`config.mk`:
```
export PLATFORM = sky130hd
export DESIGN_NAME = vga_timing_gen_flat
export DESIGN_NICKNAME = d
export VERILOG_FILES = /design/src/rtl/vga_timing_pkg.sv /design/src/rtl/vga_timing_gen_if.sv /design/src/rtl/vga_axis_counter.sv /design/src/rtl/vga_timing_gen.sv /design/src/flat_wrapper.sv
export SDC_FILE = /design/constraint.sdc
export NUM_CORES = 1
export LEC_CHECK = 0
export BUFFER_PORTS_ARGS = -buffer_cell sky130_fd_sc_hd__clkbuf_2
export CORE_UTILIZATION = 45
export DETAILED_ROUTE_END_ITERATION = 8
export GPL_TIMING_DRIVEN = 0
export PLACE_DENSITY = 0.72
export SLEW_MARGIN = 20
export SYNTH_ARGS = -nofsm -noshare
export SYNTH_HDL_FRONTEND = slang
export SYNTH_SLANG_ARGS = --single-unit
```
`constraint.sdc`:
```
create_clock -name clk -period 1.5 [get_ports clk]
set_input_delay 0.075 -clock clk [delete_from_list [all_inputs] [get_ports clk]]
set_output_delay 0.075 -clock clk [all_outputs]
set_load 0.01 [all_outputs]
```
`src/rtl/vga_timing_pkg.sv`:
```
// Shared constants and types for the VGA raster timing generator (640x480@60 defaults).
package vga_timing_pkg;

  localparam int unsigned CNT_W          = 10;
  localparam int unsigned CNT_MAX_TOTAL  = 1024;

  localparam int unsigned H_ACTIVE_DEF = 640;
  localparam int unsigned H_FP_DEF     = 16;
  localparam int unsigned H_SYNC_DEF   = 96;
  localparam int unsigned H_BP_DEF     = 48;
  localparam int unsigned V_ACTIVE_DEF = 480;
  localparam int unsigned V_FP_DEF     = 10;
  localparam int unsigned V_SYNC_DEF   = 2;
  localparam int unsigned V_BP_DEF     = 33;

  localparam bit POL_ACTIVE_LOW  = 1'b0;
  localparam bit POL_ACTIVE_HIGH = 1'b1;

  typedef logic [CNT_W-1:0] coord_t;

  typedef struct packed {
    logic   hs;
    logic   vs;
    logic   display;
    coord_t ox;
    coord_t oy;
    logic   frame_start;
    logic   line_start;
  } vga_out_t;

  // Pin level for a sync signal given whether it is in its active window.
  function automatic logic sync_level(input logic active, input logic pol);
    return active ? pol : ~pol;
  endfunction

endpackage

```
`src/rtl/vga_timing_gen_if.sv`:
```
// Raster timing bundle delivered to the pixel colour stage.
interface vga_timing_gen_if;
  import vga_timing_pkg::*;

  logic   VGA_HS;
  logic   VGA_VS;
  logic   display;
  coord_t oX;
  coord_t oY;
  logic   frame_start;
  logic   line_start;

  modport master (output VGA_HS, VGA_VS, display, oX, oY, frame_start, line_start);
  modport slave  (input  VGA_HS, VGA_VS, display, oX, oY, frame_start, line_start);
endinterface

```
`src/rtl/vga_axis_counter.sv`:
```
// One raster axis: wrapping position counter plus visible/sync window decode.
module vga_axis_counter
  import vga_timing_pkg::*;
#(
  parameter int unsigned ACTIVE = H_ACTIVE_DEF,
  parameter int unsigned FP     = H_FP_DEF,
  parameter int unsigned SYNC   = H_SYNC_DEF,
  parameter int unsigned BP     = H_BP_DEF
) (
  input  logic   clk,
  input  logic   rst_n,
  input  logic   inc,
  output coord_t cnt,
  output logic   wrap,
  output logic   active,
  output logic   sync_active
);

  localparam int unsigned TOTAL      = ACTIVE + FP + SYNC + BP;
  localparam int unsigned SYNC_START = ACTIVE + FP;
  localparam int unsigned SYNC_END   = ACTIVE + FP + SYNC;

  coord_t cnt_q, cnt_d;

  always_comb begin
    wrap        = inc && (32'(cnt_q) == TOTAL - 1);
    cnt_d       = cnt_q;
    if (inc) begin
      cnt_d = wrap ? '0 : cnt_q + CNT_W'(1);
    end
    active      = 32'(cnt_q) < ACTIVE;
    sync_active = (32'(cnt_q) >= SYNC_START) && (32'(cnt_q) < SYNC_END);
  end

  always_ff @(posedge clk or negedge rst_n) begin
    if (!rst_n) cnt_q <= '0;
    else        cnt_q <= cnt_d;
  end

  assign cnt = cnt_q;

endmodule

```
`src/rtl/vga_timing_gen.sv`:
```
// VGA raster timing generator with a single aligned output register stage.
// Optional pixel clock-enable input when VGA_TIMING_CE_EN is defined.
module vga_timing_gen
  import vga_timing_pkg::*;
#(
  parameter int unsigned H_ACTIVE = H_ACTIVE_DEF,
  parameter int unsigned H_FP     = H_FP_DEF,
  parameter int unsigned H_SYNC   = H_SYNC_DEF,
  parameter int unsigned H_BP     = H_BP_DEF,
  parameter int unsigned V_ACTIVE = V_ACTIVE_DEF,
  parameter int unsigned V_FP     = V_FP_DEF,
  parameter int unsigned V_SYNC   = V_SYNC_DEF,
  parameter int unsigned V_BP     = V_BP_DEF,
  parameter bit          H_POL    = POL_ACTIVE_LOW,
  parameter bit          V_POL    = POL_ACTIVE_LOW
) (
  input  logic               clk,
  input  logic               rst_n,
`ifdef VGA_TIMING_CE_EN
  input  logic               pix_ce,
`endif
  vga_timing_gen_if.master   vga
);

  localparam int unsigned H_TOTAL = H_ACTIVE + H_FP + H_SYNC + H_BP;
  localparam int unsigned V_TOTAL = V_ACTIVE + V_FP + V_SYNC + V_BP;

  if (H_TOTAL > CNT_MAX_TOTAL) begin : g_h_total_chk
    $error("vga_timing_gen: H_TOTAL exceeds counter range");
  end
  if (V_TOTAL > CNT_MAX_TOTAL) begin : g_v_total_chk
    $error("vga_timing_gen: V_TOTAL exceeds counter range");
  end

  localparam vga_out_t OUT_RST = '{hs: ~H_POL, vs: ~V_POL, display: 1'b0, ox: '0, oy: '0,
                                   frame_start: 1'b0, line_start: 1'b0};

  logic   adv;
  coord_t h_cnt, v_cnt;
  logic   h_wrap, h_active, h_sync;
  logic   v_wrap, v_active, v_sync;
  logic   vis_c;
  vga_out_t out_q, out_d;

`ifdef VGA_TIMING_CE_EN
  assign adv = pix_ce;
`else
  assign adv = 1'b1;
`endif

  vga_axis_counter #(.ACTIVE(H_ACTIVE), .FP(H_FP), .SYNC(H_SYNC), .BP(H_BP)) u_h_cnt (
    .clk(clk), .rst_n(rst_n), .inc(adv),
    .cnt(h_cnt), .wrap(h_wrap), .active(h_active), .sync_active(h_sync)
  );

  // Vertical axis steps once per completed line.
  vga_axis_counter #(.ACTIVE(V_ACTIVE), .FP(V_FP), .SYNC(V_SYNC), .BP(V_BP)) u_v_cnt (
    .clk(clk), .rst_n(rst_n), .inc(h_wrap),
    .cnt(v_cnt), .wrap(v_wrap), .active(v_active), .sync_active(v_sync)
  );

  // Start pulses drop on non-advancing edges; everything else holds.
  always_comb begin
    vis_c             = h_active && v_active;
    out_d             = out_q;
    out_d.frame_start = 1'b0;
    out_d.line_start  = 1'b0;
    if (adv) begin
      out_d.display     = vis_c;
      out_d.ox          = vis_c ? h_cnt : '0;
      out_d.oy          = vis_c ? v_cnt : '0;
      out_d.hs          = sync_level(h_sync, H_POL);
      out_d.vs          = sync_level(v_sync, V_POL);
      out_d.frame_start = (h_cnt == '0) && (v_cnt == '0);
      out_d.line_start  = (h_cnt == '0);
    end
  end

  always_ff @(posedge clk or negedge rst_n) begin
    if (!rst_n) out_q <= OUT_RST;
    else        out_q <= out_d;
  end

  frame_wrap_chk: assert property (@(posedge clk) disable iff (!rst_n) v_wrap |-> h_wrap);

  assign vga.VGA_HS      = out_q.hs;
  assign vga.VGA_VS      = out_q.vs;
  assign vga.display     = out_q.display;
  assign vga.oX          = out_q.ox;
  assign vga.oY          = out_q.oy;
  assign vga.frame_start = out_q.frame_start;
  assign vga.line_start  = out_q.line_start;

endmodule

```
`src/flat_wrapper.sv`:
```
// flat-port wrapper written by rule: the top's interface ports become plain ports
module vga_timing_gen_flat import vga_timing_pkg::*;
#(
  parameter int unsigned H_ACTIVE = H_ACTIVE_DEF,
  parameter int unsigned H_FP     = H_FP_DEF,
  parameter int unsigned H_SYNC   = H_SYNC_DEF,
  parameter int unsigned H_BP     = H_BP_DEF,
  parameter int unsigned V_ACTIVE = V_ACTIVE_DEF,
  parameter int unsigned V_FP     = V_FP_DEF,
  parameter int unsigned V_SYNC   = V_SYNC_DEF,
  parameter int unsigned V_BP     = V_BP_DEF,
  parameter bit          H_POL    = POL_ACTIVE_LOW,
  parameter bit          V_POL    = POL_ACTIVE_LOW
)
  (clk, rst_n, vga_VGA_HS, vga_VGA_VS, vga_display, vga_oX, vga_oY, vga_frame_start, vga_line_start);
  vga_timing_gen_if vga_i ();
  input  logic clk;
  input  logic rst_n;
  output wire logic [$bits(vga_i.VGA_HS)-1:0] vga_VGA_HS;
  output wire logic [$bits(vga_i.VGA_VS)-1:0] vga_VGA_VS;
  output wire logic [$bits(vga_i.display)-1:0] vga_display;
  output wire logic [$bits(vga_i.oX)-1:0] vga_oX;
  output wire logic [$bits(vga_i.oY)-1:0] vga_oY;
  output wire logic [$bits(vga_i.frame_start)-1:0] vga_frame_start;
  output wire logic [$bits(vga_i.line_start)-1:0] vga_line_start;
  assign vga_VGA_HS = vga_i.VGA_HS;
  assign vga_VGA_VS = vga_i.VGA_VS;
  assign vga_display = vga_i.display;
  assign vga_oX = vga_i.oX;
  assign vga_oY = vga_i.oY;
  assign vga_frame_start = vga_i.frame_start;
  assign vga_line_start = vga_i.line_start;
  vga_timing_gen #(.H_ACTIVE(H_ACTIVE), .H_FP(H_FP), .H_SYNC(H_SYNC), .H_BP(H_BP), .V_ACTIVE(V_ACTIVE), .V_FP(V_FP), .V_SYNC(V_SYNC), .V_BP(V_BP), .H_POL(H_POL), .V_POL(V_POL)) u_core (.clk(clk), .rst_n(rst_n), .vga(vga_i));
endmodule
```
==> impl_metrics.json <==
{
  "num_rows": 23,
  "violations": "setup timing",
  "fin_skew_ns": 0.00619,
  "yosysWarnings": 0,
  "track_usage_pct": 18.5,
  "critical_path_required_ns": 1.72,
  "root_buffer": "clkbuf_8",
  "layout_commonest_cell": "dfrtp_1",
  "fillCellCount": 299,
  "power.internal_mw": 1.76,
  "cp_slowest_cell": "or4_4",
  "die_height_microns": 66.4,
  "fin_crit_sh_pct": 107,
  "grt_first_pass_wirelength_mm": 5.79,
  "clk_pin_slew_ns": 0.08,
  "die-width_microns": 66.4,
  "layout-drive-gt1-share_pct": 39.5,
  "grt_antenna_before_repair": 0,
  "grt_max_degree": 46,
  "final_util_pct": 60.1,
  "pwr-share-seq_pct": 55.6,
  "synth_cells": 157,
  "yosys.area.top_type": "dfrtp_1",
  "worstPathArrival_ns": 1.83,
  "die-area_sq_mm": 0.00440,
  "synthDistinctLibCells": 38,
  "port-buffer-count": 26,
  "via_per_inst": 5.42,
  "async_reset_ff_share_pct": 100,
  "cts_max_path_buffers": 2,
  "tightest_slew_ns": 0.961,
  "via_count": 1383,
  "yosys-top-cells-area": "dfrtp_1 58%, and2_1 5.4%, xor2_1 3.3%, nand3_1 3.0%, dfstp_2 2.8%",
  "clock_power_share_pct": 43.1,
  "multi_input_area_sq_um": 793,
  "gp_congestion": 0.802,
  "grt_pass1_vias": 1264,
  "synth_seq_cells": 45,
  "slew_headroom_pct": 35.9,
  "cts_sinks": 45,
  "p_sw_share_pct": 19.4,
  "finalPower_mw": 2.18,
  "peakVddDrop_mv": 0.509,
  "fmax_ghz": 0.621,
  "routed_wl_mm": 3.79,
  "p_comb_share_pct": 1.2,
  "fin_cells": 255,
  "layout_common_cells": "37 x dfrtp_1, 25 x clkbuf_2, 16 x and2_1, 14 x buf_4, 11 x nand3_1",
  "post-route-drc-count": 0,
  "cp-start-kind": "flip-flop",
  "p_switching_uw": 423,
  "antenna_left": 0,
  "yosysSeqAreaShare_pct": 60.5,
  "syn_area_sq_mm": 0.00186,
  "slowest_delay_ns": 0.50,
  "hold_violations": 0,
  "maxSlewViolCount": 0,
  "crit_type": "flip-flop to flip-flop",
  "p_leak_nw": 1.19,
  "syn_avg_cell_area_sq_um": 11.9,
  "synth-edff-count": 0,
  "syn-num-nets": 163,
  "wl_per_cell_microns": 14.9,
  "start_util_pct": 46.6,
  "crit_fanout": 4,
  "antenna_cells": 0,
  "htreeDepth": 2,
  "clock_latency_ns": 0.30,
  "io_pins": 27,
  "cts_made_buffers": 5,
  "setup-violations-final": 3,
  "core_sq_mm": 0.00400,
  "drt_pre_antenna_iters": 4,
  "placed_cells": 233,
  "maxCapViolCount": 0,
  "nets": 210,
  "outcome": "finished with violations",
  "synth_ff_type": "dfrtp_1",
  "cp-end-kind": "flip-flop",
  "cp_cell_sequence": "ha_2, and3_4, nand4_4, or4_4, a22oi_2",
  "min_path_type": "primary input to async pin",
  "setup_ws_ns": -0.109,
  "cts_tree": "yes",
  "rsz0062_at_grt": "yes",
  "syn_to_final_growth_pct": 28.9,
  "hpwl_mm": 2.25,
  "p_per_area_mw_per_mm2": 908,
  "yosysTopAreaCellShare_pct": 57.7,
  "seq_area_sq_mm": 0.00114,
  "drt_iter0_drc": 54,
  "gr-total-overflow": 0,
  "min_period_ns": 1.61
}
[final timing paths]
check	to	slack, ns	start	cells after the start
max reg2reg	u_core.u_v_cnt.cnt[9]	-0.11	u_core.u_h_cnt.cnt[0]	5
min reg2reg	u_core.vga.VGA_VS	0.52	u_core.u_v_cnt.cnt[1]	1
max	u_core.u_v_cnt.cnt[9]	-0.11	u_core.u_h_cnt.cnt[0]	5
max in group asynchronous	u_core.u_v_cnt.cnt[6]	0.38	rst_n	2
min in group clk	u_core.vga.VGA_VS	0.52	u_core.u_v_cnt.cnt[1]	1
min	u_core.vga.oX[6]	0.46	rst_n	2
[critical path, delay by kind of cell (launching register included)]
| family | cells | cell delay (ns) |
|---|---|---|
| simple gates | 3 | 0.82 |
| flops | 1 | 0.40 |
| fa+ha+maj | 1 | 0.20 |
| compound gates | 1 | 0.12 |
[metrics by stage]
step	TNS, ns	cell area [sq um]	hold WS, ns	worst slack (ns)
2_1_floorplan	-0.0773	1870	-0.221	-0.0773
3_3_place_gp	-2.76	2060	0.304	-0.253
3_5_place_dp	-3.09	2060	0.321	-0.260
4_1_cts	-0.480	2310	0.523	-0.132
5_1_grt	-0.498	2400	0.552	-0.150
6_report	-0.212	2400	0.461	-0.109
[kinds of logic (layout without fill, tap and decap cells)]
| family | after synthesis | in the layout | share of synthesized area, % |
|---|---|---|---|
| compound gates | 15 | 15 | 4.70 |
| xor+xnor | 10 | 10 | 4.70 |
| fa+ha+maj | 4 | 4 | 2.68 |
| buf+inv | 8 | 56 | 2.82 |
| flops | 45 | 45 | 60.5 |
| other cells | 1 | 1 | 0.201 |
| simple gates | 74 | 74 | 24.4 |
[synth_stat cells (2+ instances only)]
cell,n
a21o_1,2
and2_1,16
and3_1,2
and3_2,2
buf_6,3
dfrtp_1,43
dfstp_2,2
ha_1,4
inv_1,4
nand2_1,10
nand3_1,11
nor2_1,6
nor3_1,6
nor3b_1,2
nor4_1,5
o21ai_0,7
o21ai_1,2
o31ai_1,2
xnor2_1,3
xor2_1,7
[area by class of cell]
type / count / area share, %
flip-flops and latches: 45 / 47.3
multi-input cells: 104 / 33.0
repair buffers: 41 / 10.2
clock buffers: 6 / 3.44
well taps: 50 / 2.60
clock inverters: 2 / 1.56
plain buffers: 3 / 1.25
inverters: 4 / 0.625
[per-layer routing]
metal  vias up  wire, microns  GRT usage, %
met5         -              0             0
met4         0            127          10.4
met3        10            156          5.69
met2        46           1880          30.2
met1       687           1630          21.5
li1        640              -             -
[state kept, by name, summed over array words and instances, names as in the netlist]
name                    count
u_core.u_h_cnt.cnt         10
u_core.u_v_cnt.cnt         10
u_core.vga.oX              10
u_core.vga.oY              10
u_core.vga.VGA_HS           1
u_core.vga.VGA_VS           1
u_core.vga.display          1
u_core.vga.frame_start      1
u_core.vga.line_start       1
[power by group through the flow]
stage               registers (mW)  clock network, mW  logic (mW)
floorplan                     1.24                  0    0.000217
global placement              1.24                  0      0.0260
detailed placement            1.24                  0      0.0268
CTS                           1.21              0.960      0.0288
global route                  1.21               1.01      0.0324
finish                        1.21              0.941      0.0270
[what timing repair did]
action,4_1_cts,5_1_grt
hold buffers,1,0
buffers inserted,9,5
gates resized for setup,13,16
endpoints found under the hold margin,17,0
pin swaps,3,3
setup endpoints to repair,18,20
(Power assumes the default switching activity.)
